### src/rtl/jk_cmd_arbiter_pkg.sv
// Shared types and constants for the JK command arbiter.
package jk_arb_pkg;

   typedef enum logic [1:0] {
      IDLE  = 2'd0,
      APPLY = 2'd1,
      ACK   = 2'd2
   } arb_state_e;

   // Command encoding is {J, K}
   localparam logic [1:0] JK_HOLD   = 2'b00;
   localparam logic [1:0] JK_RESET  = 2'b01;
   localparam logic [1:0] JK_SET    = 2'b10;
   localparam logic [1:0] JK_TOGGLE = 2'b11;

   // Round-robin successor of idx among n requesters
   function automatic int unsigned rr_next(input int unsigned idx, input int unsigned n);
      return (idx + 1 >= n) ? 0 : idx + 1;
   endfunction

endpackage

### src/rtl/jk_cmd_arbiter_if.sv
// Requester-side handshake plus flip-flop control bundle for jk_cmd_arbiter.
interface jk_cmd_arbiter_if #(
   parameter int unsigned N_REQ = 4
);

   logic [N_REQ-1:0]   Req;
   logic [2*N_REQ-1:0] Cmd;
   logic               Q_in;
   logic [N_REQ-1:0]   Gnt;
   logic [N_REQ-1:0]   Ack;
   logic               Q_out;
   logic               J;
   logic               K;
   logic               ClkEn;
   logic               nPr;
   logic               nClr;
   logic               Busy;

   // Requesters plus the shared flip-flop's Q feedback
   modport master (
      output Req, Cmd, Q_in,
      input  Gnt, Ack, Q_out, J, K, ClkEn, nPr, nClr, Busy
   );

   // The arbiter itself
   modport slave (
      input  Req, Cmd, Q_in,
      output Gnt, Ack, Q_out, J, K, ClkEn, nPr, nClr, Busy
   );

endinterface

### src/rtl/jk_cmd_arbiter_rr_pick.sv
// Combinational round-robin winner select: first set req bit scanning from ptr upward,
// wrapping modulo N_REQ.
module rr_pick #(
   parameter int unsigned N_REQ = 4,
   parameter int unsigned PTR_W = $clog2(N_REQ)
) (
   input  logic [N_REQ-1:0] req_i,
   input  logic [PTR_W-1:0] ptr_i,
   output logic             valid_o,
   output logic [PTR_W-1:0] idx_o
);

   // Scan N_REQ positions starting at ptr; first hit wins
   always_comb begin
      int unsigned pos;
      logic [PTR_W-1:0] pos_idx;
      valid_o = 1'b0;
      idx_o   = '0;
      pos     = 0;
      pos_idx = '0;
      for (int unsigned i = 0; i < N_REQ; i++) begin
         pos = 32'(ptr_i) + i;
         if (pos >= N_REQ) begin
            pos = pos - N_REQ;
         end
         pos_idx = PTR_W'(pos);
         if (!valid_o && req_i[pos_idx]) begin
            valid_o = 1'b1;
            idx_o   = pos_idx;
         end
      end
   end

endmodule

### src/rtl/jk_cmd_arbiter.sv
// Shares one JK flip-flop between N_REQ requesters via IDLE -> APPLY -> ACK sequencing.
// Optional build macro JK_ARB_FIXED_PRIO_EN: lowest index always wins, pointer held at 0.
module jk_cmd_arbiter
   import jk_arb_pkg::*;
#(
   parameter int unsigned N_REQ = 4,
   parameter int unsigned PTR_W = $clog2(N_REQ)
) (
   input logic              Clk,
   input logic              Rst,
   jk_cmd_arbiter_if.slave  bus
);

   arb_state_e       state_q, state_d;
   logic [PTR_W-1:0] ptr_q, ptr_d;
   logic [PTR_W-1:0] win_q, win_d;
   logic [1:0]       cmd_q, cmd_d;
   logic             q_out_q, q_out_d;

   logic             pick_valid;
   logic [PTR_W-1:0] pick_idx;
   logic [PTR_W-1:0] pick_ptr;
   logic [N_REQ-1:0] win_oh;

`ifdef JK_ARB_FIXED_PRIO_EN
   assign pick_ptr = '0;
`else
   assign pick_ptr = ptr_q;
`endif

   rr_pick #(
      .N_REQ (N_REQ),
      .PTR_W (PTR_W)
   ) u_rr_pick (
      .req_i   (bus.Req),
      .ptr_i   (pick_ptr),
      .valid_o (pick_valid),
      .idx_o   (pick_idx)
   );

   // State register with synchronous reset
   always_ff @(posedge Clk) begin
      if (Rst) begin
         state_q <= IDLE;
         ptr_q   <= '0;
         win_q   <= '0;
         cmd_q   <= JK_HOLD;
         q_out_q <= 1'b0;
      end else begin
         state_q <= state_d;
         ptr_q   <= ptr_d;
         win_q   <= win_d;
         cmd_q   <= cmd_d;
         q_out_q <= q_out_d;
      end
   end

   // Next-state: latch winner and its command in IDLE, advance pointer in ACK
   always_comb begin
      state_d = state_q;
      ptr_d   = ptr_q;
      win_d   = win_q;
      cmd_d   = cmd_q;
      q_out_d = q_out_q;
      unique case (state_q)
         IDLE: begin
            if (pick_valid) begin
               win_d   = pick_idx;
               cmd_d   = bus.Cmd[{pick_idx, 1'b0} +: 2];
               state_d = APPLY;
            end
         end
         APPLY: begin
            state_d = ACK;
         end
         ACK: begin
            q_out_d = bus.Q_in;
`ifdef JK_ARB_FIXED_PRIO_EN
            ptr_d   = '0;
`else
            ptr_d   = PTR_W'(rr_next(32'(win_q), N_REQ));
`endif
            state_d = IDLE;
         end
         default: begin
            state_d = IDLE;
         end
      endcase
   end

   // Outputs: Rst gates everything off at once so an aborted command never acks;
   // Q_out follows Q_in during ACK so it is valid alongside the Ack pulse
   always_comb begin
      win_oh        = '0;
      win_oh[win_q] = 1'b1;
      bus.Gnt       = '0;
      bus.Ack       = '0;
      bus.J         = 1'b0;
      bus.K         = 1'b0;
      bus.ClkEn     = 1'b0;
      bus.Busy      = 1'b0;
      bus.Q_out     = 1'b0;
      bus.nPr       = 1'b1;
      bus.nClr      = ~Rst;
      if (!Rst) begin
         bus.Q_out = q_out_q;
         unique case (state_q)
            APPLY: begin
               bus.Gnt   = win_oh;
               bus.J     = cmd_q[1];
               bus.K     = cmd_q[0];
               bus.ClkEn = 1'b1;
               bus.Busy  = 1'b1;
            end
            ACK: begin
               bus.Gnt   = win_oh;
               bus.Ack   = win_oh;
               bus.Busy  = 1'b1;
               bus.Q_out = bus.Q_in;
            end
            default: begin
            end
         endcase
      end
   end

endmodule

### src/flat_wrapper.sv
// flat-port wrapper written by rule: the top's interface ports become plain ports
module jk_cmd_arbiter_flat import jk_arb_pkg::*;
#(
   parameter int unsigned N_REQ = 4,
   parameter int unsigned PTR_W = $clog2(N_REQ)
)
  (Clk, Rst, bus_Req, bus_Cmd, bus_Q_in, bus_Gnt, bus_Ack, bus_Q_out, bus_J, bus_K, bus_ClkEn, bus_nPr, bus_nClr, bus_Busy);
  jk_cmd_arbiter_if #(.N_REQ(N_REQ)) bus_i ();
  input logic Clk;
  input logic Rst;
  input wire logic [$bits(bus_i.Req)-1:0] bus_Req;
  input wire logic [$bits(bus_i.Cmd)-1:0] bus_Cmd;
  input wire logic [$bits(bus_i.Q_in)-1:0] bus_Q_in;
  output wire logic [$bits(bus_i.Gnt)-1:0] bus_Gnt;
  output wire logic [$bits(bus_i.Ack)-1:0] bus_Ack;
  output wire logic [$bits(bus_i.Q_out)-1:0] bus_Q_out;
  output wire logic [$bits(bus_i.J)-1:0] bus_J;
  output wire logic [$bits(bus_i.K)-1:0] bus_K;
  output wire logic [$bits(bus_i.ClkEn)-1:0] bus_ClkEn;
  output wire logic [$bits(bus_i.nPr)-1:0] bus_nPr;
  output wire logic [$bits(bus_i.nClr)-1:0] bus_nClr;
  output wire logic [$bits(bus_i.Busy)-1:0] bus_Busy;
  assign bus_i.Req = bus_Req;
  assign bus_i.Cmd = bus_Cmd;
  assign bus_i.Q_in = bus_Q_in;
  assign bus_Gnt = bus_i.Gnt;
  assign bus_Ack = bus_i.Ack;
  assign bus_Q_out = bus_i.Q_out;
  assign bus_J = bus_i.J;
  assign bus_K = bus_i.K;
  assign bus_ClkEn = bus_i.ClkEn;
  assign bus_nPr = bus_i.nPr;
  assign bus_nClr = bus_i.nClr;
  assign bus_Busy = bus_i.Busy;
  jk_cmd_arbiter #(.N_REQ(N_REQ), .PTR_W(PTR_W)) u_core (.Clk(Clk), .Rst(Rst), .bus(bus_i));
endmodule
### config.mk
export PLATFORM = sky130hd
export DESIGN_NAME = jk_cmd_arbiter_flat
export DESIGN_NICKNAME = d
export VERILOG_FILES = /design/src/rtl/jk_cmd_arbiter_pkg.sv /design/src/rtl/jk_cmd_arbiter_if.sv /design/src/rtl/jk_cmd_arbiter_rr_pick.sv /design/src/rtl/jk_cmd_arbiter.sv /design/src/flat_wrapper.sv
export SDC_FILE = /design/constraint.sdc
export NUM_CORES = 1
export LEC_CHECK = 0
export CORE_ASPECT_RATIO = 1.4
export CORE_MARGIN = 1
export CORE_UTILIZATION = 37
export CTS_CLUSTER_DIAMETER = 100
export DETAILED_ROUTE_END_ITERATION = 10
export GPL_ROUTABILITY_DRIVEN = 0
export MAX_ROUTING_LAYER = met4
export PLACE_DENSITY = 0.78
export SYNTH_ARGS = -nofsm -noshare
export SYNTH_HDL_FRONTEND = slang
export SYNTH_SLANG_ARGS = --single-unit
### constraint.sdc
create_clock -name Clk -period 1.17 [get_ports Clk]
set_input_delay 0.117 -clock Clk [delete_from_list [all_inputs] [get_ports Clk]]
set_output_delay 0.117 -clock Clk [all_outputs]
set_load 0.02 [all_outputs]
==> results by group <==
Logic synthesis
  • Avg Cell Area, Syn: 8.427 um^2
  • Synth area leader: dfxtp_1
  • Netlist Area Pre-Place: 699.4 um^2
  • Synth Net Count: 106
  • Post-synthesis register bit count: 9
  • Post-synth top area share: 0.2576
  • YS warnings: 0
  • Cell count after synthesis: 83
  • Synth top area cells: dfxtp_1 26%, ha_1 14%, mux2i_1 13%
  • Synth cell types: 25
  • Seq/Total Area, Yosys: 0.2576

Drt
  • Routed Antenna Nets: 0
  • WL/cell: 13.37 um
  • DR pass1 iterations: 3
  • Vias per Instance: 4.727
  • DRC Markers: 0
  • Initial DRC Count: 5
  • Vias: 728
  • Post-Route WL: 2059 um

Clocking
  • Root Buffer Master: clkbuf_4
  • TritonCTS Buffers: 3
  • Skew-Pair Late Insertion Delay: 270 ps
  • Clk buf depth: 2
  • CTS H-tree depth: 1
  • CTS hold repair buffers: 0
  • CTS tree: yes
  • CTS Sinks: 9
  • Clock transition at path regs: 70 ps

Finish
  • Nets: 158
  • Fill count: 124
  • Most frequent cells in the layout: 21 x buf_4, 14 x buf_6, 9 x and2_4, 9 x clkdlybuf4s50_1, 8 x mux2i_1
  • Most common cell after layout, fill and taps aside: buf_4
  • Fin util: 0.7377
  • Post-route cell area: 0.001313 mm^2
  • Number of diodes: 0
  • Layout cells sized above 1: 0.5373
  • Area Overhead vs Synth: 87.66%
  • Finished Layout Cells: 154

Power
  • Leakage: 0.5846 nW
  • Worst vdd rail ir drop: 0.0007170 V
  • Overall Power: 1.073 mW
  • Pwr Density: 817.4 mW/mm^2

GRT
  • Pin count of the biggest net entering global routing: 7
  • Global routing's busiest layer: met2
  • Number of global-route vias before repair: 748
  • Global route total overflow: 0
  • Tot GR Track Use: 0.2328
  • Met2 usage in global routing: 0.4389
  • Antenna violations before repair: 0
  • Met3 GRT Util: 0.04202
  • First-pass GRT wire length: 3180 um
  • Grt met1 use: 0.2245

Timing
  • Min Clock Period, post-route: 1510 ps
  • Slew Limit Fails: 0
  • Final period utilization: 1.291
  • Clk_skew: 4.121 ps
  • # setup viols final: 16
  • Highest clock rate: 662.3 MHz
  • RSZ-0062 raised after global routing: true
  • Setup WS post-layout: -340.0 ps
  • Final Hold Fails: 0

Floorplanning
  • Die X: 38.75 um
  • # rows: 18
  • Die H: 53.45 um
  • Die ar.: 0.002071 mm^2
  • Initial Utilization: 0.3931
  • Ports: 30
  • Core area: 0.001779 mm^2

Outcome
  • Failing checks: setup timing
  • Outcome: finished, violations left

Setup path
  • Slowest stage delay, CP: 380 ps
  • Startpoint types: flip-flop
  • Data required, critical path: 1050 ps
  • Crit path capture type: output pin
  • Arr. time, crit path: 1390 ps
  • CP Class: flip-flop to output pin
  • Slowest library cell on the worst path: dfxtp_4
  • Crit path cell chain: inv_4 -> ha_4 -> nor2b_4 -> and2_4 -> buf_6
  • Critical Path Fanout Max: 5

Job
  • Max-cap violations: 0

Place
  • Placed Area: 0.001162 mm^2
  • Hpwl dp: 1576 um
  • Post-Place Cells: 146
  • Port Buf Inserts: 28

Worst hold path
  • Worst min-delay path category: primary input to flip-flop
## registers in the layout, summed over array words and instances (netlist names)
name	cells
u_core.state_q	2
u_core.win_q	2
u_core.cmd_q	2
u_core.pick_ptr	2
u_core.q_out_q	1
## critical path, delay by kind of cell, from the launching register on
family,cells,cell delay [ps]
simple gates,2,330
buf+inv,2,160
fa+ha+maj,1,250
flops,1,380
## final cells by class
cell class / count / area (um^2) / area share
Clock buffer: 4 / 26.28 / 0.02002
Inverter: 7 / 28.78 / 0.02193
Multi-Input combinational cell: 64 / 581.8 / 0.4433
Sequential cell: 9 / 187.7 / 0.1430
Tap cell: 20 / 25.02 / 0.01907
Timing Repair Buffer: 50 / 462.9 / 0.3527
## cell families after synthesis
| group | count (synthesis) | synth area share |
|---|---|---|
| adders and majority gates | 8 | 0.1431 |
| and+or+nand+nor | 38 | 0.3184 |
| DFF | 9 | 0.2576 |
| AOI/OAI and AO/OA | 8 | 0.07692 |
| muxes | 9 | 0.1288 |
| other | 1 | 0.005362 |
| buffers and inverters | 10 | 0.06977 |
## cell usage after synthesis, drive strengths merged
cell	instances
a21boi	1
a21oi	1
and2	10
buf	3
conb	1
dfxtp	9
ha	8
inv	7
mux2i	9
nand2	4
nand2b	1
nand3	2
nand3b	1
nand4b	1
nor2	10
nor2b	7
nor3	1
o21ai	3
o221ai	2
o31a	1
or4	1
## stage by stage
stage	setup WS [ps]	hold WS, ps	setup TNS (ps)
after floorplan	-35.38	273.0	-61.19
after global placement	-596.6	466.6	-10450
after detailed placement	-698.6	494.7	-10920
after CTS	-329.3	381.3	-3666
after global routing	-378.7	393.9	-5038
final	-340.0	380.1	-4172
## repair_timing
| item | 4_1_cts | 5_1_grt |
|---|---|---|
| setup endpoints to repair | 19 | 19 |
| pin swaps | 14 | 9 |
| gates resized for setup | 105 | 9 |
| setup buffers | 4 | 2 |
## layer usage
| layer | part of all wire | wire length (um) | up-vias |
|---|---|---|---|
| met3 | 0.033 | 68 | 5 |
| met5 | 0 | 0 | - |
| met1 | 0.37 | 752 | 327 |
| met4 | 0.017 | 36 | 0 |
| li1 | - | - | 376 |
| met2 | 0.58 | 1202 | 20 |
## where the power goes
group | internal (mW) | switching, mW | leakage (nW)
logic | 0.249 | 0.198 | 0.494
clock network | 0.132 | 0.133 | 0.0150
registers | 0.335 | 0.0252 | 0.0757
## worst paths after layout
check	to	cells after the start	slack (ps)	start
max	bus_Gnt[0]	5	-340	u_core.state_q[1]
min	u_core.q_out_q	3	380	Rst
max reg2reg	u_core.cmd_q[1]	5	-200	u_core.pick_ptr[0]
min reg2reg	u_core.q_out_q	2	550	u_core.q_out_q
Power figures use the tool's default switching activity.
